### src/rtl/pix_packer_pkg.sv
// Shared definitions for the pixel stream packer and its read-side unpacker.
// Count-field sizing and beat-slot layout of a packed word.
package pix_packer_pkg;

    // Beat-count field must hold 1..n, hence one extra bit over $clog2(n).
    function automatic int cnt_width(input int n);
        return $clog2(n) + 1;
    endfunction

    function automatic int slice_lo(input int k, input int iw);
        return k * iw;
    endfunction

endpackage

### src/rtl/pix_packer.sv
// Write-side packer: gathers N narrow beats into one wide word for the FIFO.
// A last-flagged beat closes the word early with a partial beat count.
module pix_packer
    import pix_packer_pkg::*;
#(
    parameter int IW = 8,
    parameter int N = 4,
    localparam int CW = cnt_width(N)
) (
    input  logic              clk_i,
    input  logic              rst_i,
    input  logic              ival_i,
    input  logic [IW-1:0]     idata_i,
    input  logic              ilast_i,
    output logic              irdy_o,
    output logic              oval_o,
    output logic [N*IW-1:0]   odata_o,
    output logic              olast_o,
    output logic [CW-1:0]     ocnt_o,
    input  logic              ordy_i
);

    localparam logic [CW-1:0] LAST_SLOT = CW'(N - 1);

    logic [N*IW-1:0] acc;
    logic [N*IW-1:0] merged;
    logic [CW-1:0]   fcnt;
    logic            acc_in;
    logic            done;

    assign irdy_o = ~rst_i & (~oval_o | ordy_i);
    assign acc_in = ival_i & irdy_o;
    assign done   = acc_in & ((fcnt == LAST_SLOT) | ilast_i);

    // Current accumulator with the incoming beat dropped into its slot.
    always_comb begin
        merged = acc;
        merged[slice_lo(int'(fcnt), IW) +: IW] = idata_i;
    end

    always_ff @(posedge clk_i) begin
        if (rst_i) begin
            acc     <= '0;
            fcnt    <= '0;
            oval_o  <= 1'b0;
            odata_o <= '0;
            olast_o <= 1'b0;
            ocnt_o  <= '0;
        end else if (done) begin
            // New word may replace one leaving this cycle: no bubble.
            acc     <= '0;
            fcnt    <= '0;
            oval_o  <= 1'b1;
            odata_o <= merged;
            olast_o <= ilast_i;
            ocnt_o  <= fcnt + CW'(1);
        end else begin
            if (acc_in) begin
                acc  <= merged;
                fcnt <= fcnt + CW'(1);
            end
            if (oval_o && ordy_i) begin
                oval_o <= 1'b0;
            end
        end
    end

endmodule
### config.mk
export PLATFORM = sky130hd
export DESIGN_NAME = pix_packer
export DESIGN_NICKNAME = d
export VERILOG_FILES = /design/src/rtl/pix_packer_pkg.sv /design/src/rtl/pix_packer.sv
export SDC_FILE = /design/constraint.sdc
export NUM_CORES = 1
export LEC_CHECK = 0
export CAP_MARGIN = 10
export CORE_MARGIN = 2
export CORE_UTILIZATION = 42
export DETAILED_ROUTE_END_ITERATION = 10
export HOLD_SLACK_MARGIN = 0.06
export PLACE_DENSITY_LB_ADDON = 0.25
export SETUP_SLACK_MARGIN = 0.5
export SLEW_MARGIN = 40
export SYNTH_ARGS = -nofsm -noshare
export SYNTH_HDL_FRONTEND = slang
export SYNTH_SLANG_ARGS = --single-unit
### constraint.sdc
create_clock -name clk_i -period 3 [get_ports clk_i]
set_clock_uncertainty 0.1 [all_clocks]
set_input_delay 0.75 -clock clk_i [delete_from_list [all_inputs] [get_ports clk_i]]
set_output_delay 0.75 -clock clk_i [all_outputs]
set_load 0.005 [all_outputs]
---- Word-level counts from Yosys, hierarchy flattened ----
Index checks and enable logic that the tools add are counted.
word-level totals
  register bits after elaboration ......... 72
  latch bits .............................. 0
  memory bits (writable) .................. 0
  bits in read-only memories .............. 0
  input port bits ......................... 13
  output and inout bits ................... 38
  logic and storage cells ................. 24
  memories ................................ 0
cells by class
  $add $sub $neg .......................... 2
  multipliers ............................. 0
  divide/modulo/power cells ............... 0
  magnitude comparators ................... 0
  equality and inequality tests ........... 1
  shift operators ......................... 2
  mux-type cells .......................... 3
  bitwise gates (word level) .............. 7
  reductions and logical operators ........ 3
operator list
  cell                     count
  $neg 6->33               1
  $shift 8x33->32 const A  1
  $shiftx 8x33->32         1
  $bwmux 32                1
  $add 3x1->3 const B      1
  $and 1x1->1              3
  $eq 3x2->1 const B       1
  $mux 1                   2
  $not 1->1                2
  $or 1x1->1               2
  $reduce_bool 2->1        1
  $reduce_or 2->1          1
  $logic_and 1x1->1        1

---- Logic depth before layout (Yosys ltp) ----
Gate-level depths: netlist of run 1.
  depth in word-level cells ............... 6
  depth in mapped cells ................... 10
  depth with buffers taken out ............ 6

---- Worst setup path before layout of run 1 ----
No wires, ideal clock.
  path kind ............................... register to register
  start point ............................. register fcnt[1]
  end point ............................... register acc[0]
  arrival ................................. 2550 ps
  required time ........................... 2774 ps
  path slack .............................. 224 ps
  stages on the path, launching flop included .. 10
  buffers on the path ..................... 3
  period minus slack after synthesis ...... 2776 ps
  cell sequence ........................... dfxtp_1 > clkinv_1 > ha_1 > ha_1 > clkbuf_1 > or4b_1 > clkbuf_2 > or4_4 > buf_6 > mux2i_1
between the ends
  word-level cells in the longest chain between the ends .. 4
  elaborated cells on any way between the ends .. 8
  those cells by class .................... add/sub (1); eq/ne (1); shift (2); mux (1); bitwise (2); reduce/logical (1)
ends and longest elaborated chain
  item                                                RTL line          text
  from (decl)                                         pix_packer.sv:27  logic [CW-1:0] fcnt;
  from (signal assigned)                              pix_packer.sv:60  fcnt <= fcnt + CW'(1);
  branches (longest 4 deep; another with $neg 6->33)  -
  to (signal assigned)                                pix_packer.sv:59  acc <= merged;
  to (decl)                                           pix_packer.sv:25  logic [N*IW-1:0] acc;
Several ways; the timed one is not identified.
A chain may end at the register's enable or synchronous reset.

---- Worst setup path in the final report of run 1 ----
  start point ............................. register fcnt[1]
  end point ............................... register acc[5]
The elaborated chain is that of the path after synthesis.

==> impl_metrics.env, run 1 <==
export IMPL_synth_ff_type="dfxtp_1"
export IMPL_crit_type="reg2reg"
export IMPL_synth_area_um2=3460
export IMPL_cts_root_buf="clkbuf_8"
export IMPL_drive_gt1_share_pct=12.72
export IMPL_numClockSinks=72
export IMPL_cts_buffers=9
export IMPL_die_w_um=94.76
export IMPL_hpwlAfterDp_mm=6.311
export IMPL_crit_chain="inv_8 > ha_4 > ha_4 > or4b_4 > or4_4 > mux2i_2"
export IMPL_antenna_cells=0
export IMPL_p_leak_uw=0.001371
export IMPL_initial_utilization_pct=42.75
export IMPL_die_y_um=94.76
export IMPL_synth_avg_cell_area_um2=8.459
export IMPL_hold_violations=0
export IMPL_met2_length_mm=4.634
export IMPL_post_route_period_util_pct=81.22
export IMPL_synth_most_common_cell="dfxtp_1"
export IMPL_crit_family="simple AND/OR/NAND/NOR gates"
export IMPL_worst_path_stages=6
export IMPL_gp_congestion=0.7886
export IMPL_routed_wl_mm=9.814
export IMPL_grt_max_degree=63
export IMPL_netlist_instances=409
export IMPL_ir_drop_mv=0.3150
export IMPL_detail_route_wl_per_cell_um=17.75
export IMPL_h_tree_depth=3
export IMPL_dr_max_layer_used="met4"
export IMPL_endpoint="acc[5]"
export IMPL_drcViolationCount=0
export IMPL_crit_start="fcnt[1]"
export IMPL_clock_fmax_ghz=0.4104
export IMPL_synthTopCellsByCount="dfxtp_1, a21oi_1, o21ai_0"
export IMPL_drtPass1Iterations=4
export IMPL_clockBufferDepth=2
export IMPL_tightestPinTransition_ns=0.6741
export IMPL_hold_path_class="reg2reg"
export IMPL_cp_max_fo=9
export IMPL_critPathMaxStageDelay_ns=0.60
export IMPL_cts_tree="built"
export IMPL_rsz0062_at_grt="false"
export IMPL_rows=33
export IMPL_dieArea_um2=8979
export IMPL_synth_seq_cells=72
export IMPL_place_port_buffers=50
export IMPL_cap_viol_max_count=0
export IMPL_fin_nets=461
export IMPL_yosysTopAreaCell="dfxtp_1"
export IMPL_ant_nets=0
export IMPL_syn2layout_area_growth_pct=23.98
export IMPL_grt_pass1_vias=3009
export IMPL_grt_pass1_wl_mm=15.93
export IMPL_cts_hold_buf=0
export IMPL_crit_top_cell="ha_4"
export IMPL_grt_overflow=0
export IMPL_cpMaxStageDelayCell="or4_4"
export IMPL_path_buf_inv=1
export IMPL_worst_setup_path_end_kind="flip-flop"
export IMPL_synth_area_leaders="dfxtp_1, a311oi_1, a21oi_1, o21ai_0, nor2b_1"
export IMPL_crit_required_ns=3.13
export IMPL_wl_met1_mm=4.292
export IMPL_async_reset_ff_share_pct=0
export IMPL_synth_seq_area_share_pct=41.66
export IMPL_drt_iter0_drc=229
export IMPL_grt_use_total_pct=23.03
export IMPL_syn_nets=426
export IMPL_relSlewSlack_pct=54.94
export IMPL_synth_edf_count=0
export IMPL_holdWs_ns=0.3701
export IMPL_yosysUniqueCellTypes=37
export IMPL_fin_setup_tns_ns=0
export IMPL_crit_arrival_ns=2.56
export IMPL_r2r_end="acc[5]"
export IMPL_post_synth_top_area_fraction_pct=41.66
export IMPL_min_period_ns=2.437
export IMPL_antenna_found_initial=0
export IMPL_rrSetupSlack_ns=0.56
export IMPL_rr_worst_depth=6
export IMPL_reg2reg_from="fcnt[1]"
export IMPL_clock_latency_ns=0.35
export IMPL_slew_violations=0
export IMPL_pin_count=51
export IMPL_vias=3293
export IMPL_wl_met3_um=747
export IMPL_setup_viol=0
export IMPL_crit_path_start_kind="flip-flop"
export IMPL_ys_warn_count=0
export IMPL_core_area_um2=8093
export IMPL_power_density_nw_per_um2=463.3
export IMPL_vias_per_cell=5.955
export IMPL_path_clk_slew_ns=0.07
export IMPL_status="finished, final reports clean"
area by class of cell:
| type | instances | area, um2 |
|---|---|---|
| well taps | 105 | 131.4 |
| clock inverters | 5 | 25.02 |
| multi-input cells | 285 | 1852 |
| fillers | 806 | 3804 |
| flip-flops and latches | 72 | 1450 |
| clock buffers | 10 | 127.6 |
| inverters | 4 | 22.52 |
| repair buffers | 72 | 680.7 |
worst reg2reg max path: stages (launching register included):
cell and delay, ns:
dfxtp_4 0.39, inv_8 0.06, ha_4 0.16, ha_4 0.26, or4b_4 0.54, or4_4 0.60, mux2i_2 0.20
how the worst min path moves through the flow:
stage / end / start / cells after the start
3_5_place_dp: acc[10] / acc[10] / 2
4_1_cts: acc[10] / acc[10] / 2
3_3_place_gp: acc[15] / acc[15] / 2
5_1_grt: odata_o[31] / acc[31] / 2
2_1_floorplan: acc[10] / acc[10] / 2
6_report: acc[10] / acc[10] / 2
routing by layer:
metal	up-vias	global-route usage, %
met3	13	6.305
met2	112	35.46
met1	1567	31.20
met5	-	0
li1	1601	-
met4	0	7.609
report_power, final:
group	total (uW)	switching, uW	internal (uW)
Sequential	1010	22.2	991
Clock	641	353	288
Combinational	332	176	156
registers in the layout, summed over array words and instances, names as in the netlist:
register,cells
olast_o,1
oval_o,1
odata_o,32
ocnt_o,3
acc,32
fcnt,3
cell usage in the layout, fill, tap and decap left out, types with 2 or more instances in the layout:
master | synthesis | final
nand3_1 | 13 | 13
dfxtp_1 | 72 | 69
o31ai_1 | 16 | 16
nand4_1 | 24 | 24
buf_12 | 0 | 2
clkbuf_8 | 0 | 9
o21ai_0 | 45 | 45
nand2_1 | 32 | 32
ha_4 | 0 | 2
clkdlybuf4s50_1 | 0 | 48
mux2i_1 | 16 | 15
dfxtp_4 | 0 | 2
nor2_2 | 0 | 2
a21oi_1 | 55 | 55
ha_1 | 4 | 2
a311oi_1 | 33 | 33
clkinv_2 | 0 | 5
buf_4 | 1 | 20
nor2b_1 | 26 | 25
cells by family (layout without fill, tap and decap cells):
kind of cell / count (synthesis) / in the layout / synth area share, %
AND/OR/NAND/NOR: 110 / 110 / 18.45
AO/OA/AOI/OAI: 155 / 155 / 27.60
buffers and inverters: 52 / 91 / 6.221
flip-flops: 72 / 72 / 41.66
adder cells (fa/ha/maj): 4 / 4 / 1.447
multiplexers: 16 / 16 / 4.629
what timing repair did:
action | in CTS | in global routing
setup endpoints to repair | 9 | 17
setup buffers | 0 | 6
pin swaps | 0 | 2
gates resized for setup | 2 | 8
stage by stage:
step	cells	instance area (um2)	setup WS [ns]	utilization [%]	total power, uW
2_1_floorplan	409	3502	0.5034	-	1209
4_1_cts	547	4233	0.4688	52.30	1989
3_3_place_gp	532	4078	0.2317	50.39	1350
6_report	553	4289	0.5633	53.00	1987
5_1_grt	553	4289	0.5042	53.00	2071
3_5_place_dp	532	4078	0.2020	50.39	1354
No activity file was read; power rests on OpenSTA's default activity.
==> inputs of run 2 (changes only) <==
clock period = 1.97 ns   (was 3 ns; I/O delays follow)
==> run 2 against run 1 <==
Net effect: sequential share of layout area down 4.6 points; register-to-register slack worse by 0.79 ns; largest cell class unchanged; clock power up 73%; count of clock-buffer cells in the layout up 2; non-clock buffer count up 48; maximum frequency up 11%; combinational power up 92%; die area unchanged; the run now ends with setup timing left; utilization up 10 points; wire length up 17%; sequential cell count unchanged; power up 66%.
==> impl_metrics.env, run 2 (same netlist as run 1, synthesis figures left out) <==
export IMPL_clock_latency_ns=0.36
export IMPL_reg_top3="acc (32), odata_o (32)"
export IMPL_power_density_nw_per_um2=644.2
export IMPL_cts_tree="built"
export IMPL_cap_viol_max_count=0
export IMPL_internal_power_uw=2340
export IMPL_globalRouteMet3Util_pct=4.709
export IMPL_holdWs_ns=0.3623
export IMPL_drtPass1Iterations=7
export IMPL_swShare_pct=29.10
export IMPL_cp_max_fo=8
export IMPL_place_port_buffers=50
export IMPL_ant_nets=0
export IMPL_postLayoutCellArea_um2=5122
export IMPL_numClockSinks=72
export IMPL_pre_cts_ws_ns=-0.2736
export IMPL_die_y_um=94.76
export IMPL_detail_route_wl_per_cell_um=19.02
export IMPL_initial_utilization_pct=42.75
export IMPL_slew_violations=0
export IMPL_relSlewSlack_pct=64.70
export IMPL_grt_use_total_pct=25.50
export IMPL_top_usage_layer="met2"
export IMPL_power_frac_comb_pct=19.3
export IMPL_drive_gt1_share_pct=48.09
export IMPL_clock_power_share_pct=33.7
export IMPL_vias_per_cell=6.183
export IMPL_grt_pass1_wl_mm=17.92
export IMPL_crit_arrival_ns=2.33
export IMPL_core_area_um2=8093
export IMPL_gp_congestion=0.7859
export IMPL_grt_max_degree=62
export IMPL_pin_count=51
export IMPL_routed_wl_mm=11.45
export IMPL_crit_path_start_kind="flip-flop"
export IMPL_tightestPinTransition_ns=0.5279
export IMPL_grt_overflow=0
export IMPL_setup_slack_ns=-0.2313
export IMPL_antenna_found_initial=0
export IMPL_grtUsageMet2_pct=43.44
export IMPL_die_w_um=94.76
export IMPL_cts_buffers=9
export IMPL_status="finished, violations left"
export IMPL_final_common_cell="a21oi_1"
export IMPL_path_clk_slew_ns=0.08
export IMPL_cts_hold_buf=0
export IMPL_drcViolationCount=0
export IMPL_hpwlAfterDp_mm=6.794
export IMPL_p_leak_uw=0.001876
export IMPL_crit_type="reg2reg"
export IMPL_antenna_cells=0
export IMPL_clock_fmax_ghz=0.4543
export IMPL_fin_setup_tns_ns=-6.378
export IMPL_dieArea_um2=8979
export IMPL_drt_iter0_drc=228
export IMPL_post_route_period_util_pct=111.7
export IMPL_clockBufferDepth=2
export IMPL_use_met1_pct=32.21
export IMPL_worst_setup_path_end_kind="flip-flop"
export IMPL_setup_viol=64
export IMPL_fin_util_pct=63.30
export IMPL_switching_power_uw=960.4
export IMPL_violations="setup timing"
export IMPL_crit_required_ns=2.10
export IMPL_dpl_cell_area_um2=4453
export IMPL_grt_pass1_vias=3530
export IMPL_h_tree_depth=3
export IMPL_mostFrequentLayoutCells="a21oi_1, buf_4, dfxtp_2"
export IMPL_hold_violations=0
export IMPL_hold_path_class="reg2reg"
export IMPL_syn2layout_area_growth_pct=48.07
export IMPL_p_seq_share_pct=47.0
export IMPL_fin_nets=509
export IMPL_rsz0062_at_grt="true"
export IMPL_ir_drop_mv=0.3029
export IMPL_rows=33
export IMPL_vias=3722
export IMPL_cts_root_buf="clkbuf_8"
export IMPL_min_period_ns=2.201
run 2: worst paths after layout:
kind | cells after the start | start | endpoint | slack (ns)
setup / recovery | 6 | fcnt[1] | acc[6] | -0.23
setup reg to reg | 6 | fcnt[1] | acc[6] | -0.23
hold reg to reg | 2 | olast_o | olast_o | 0.36
hold / removal | 2 | olast_o | olast_o | 0.36
run 2: layout make-up:
class                           count  area [um2]
Tap cell                          105       131.4
Sequential cell                    72        1494
Clock inverter                      4       28.78
Fill cell                         676        2970
Multi-Input combinational cell    285        2195
Inverter                            4       23.77
Clock buffer                       12       155.1
Timing Repair Buffer              120        1095
run 2: metrics by stage:
step	instances	total power, uW
global route	602	3427
floorplan	409	1862
CTS	593	3242
detailed placement	559	2130
global placement	559	2120
finish	602	3300
run 2: per-layer routing:
layer  up-vias  part of all wire, %
met5         -                    0
met3        21                  6.2
met1      1837                   43
met2       162                   49
li1       1702                    -
met4         0                  1.9
run 2: worst max-delay path, cell delays in order, from the launching register on:
cell and delay, ns:
dfxtp_4 0.36, clkinv_4 0.05, ha_4 0.15, ha_4 0.23
or4b_4 0.49, or4_4 0.53, mux2i_1 0.16
run 2: timing repair:
action	4_1_cts	5_1_grt
gates resized for setup	238	46
gates cloned	3	1
hold endpoints to repair	0	0
buffers inserted	15	8
pin swaps	38	25
endpoints found under the setup margin	110	78
run 2: power by group through the flow:
stage | clock network (uW) | logic [uW] | registers (uW)
after floorplan | 0 | 287 | 1570
after global placement | 0 | 545 | 1580
after detailed placement | 0 | 555 | 1580
after CTS | 1110 | 586 | 1550
after global routing | 1190 | 680 | 1560
final | 1110 | 637 | 1550
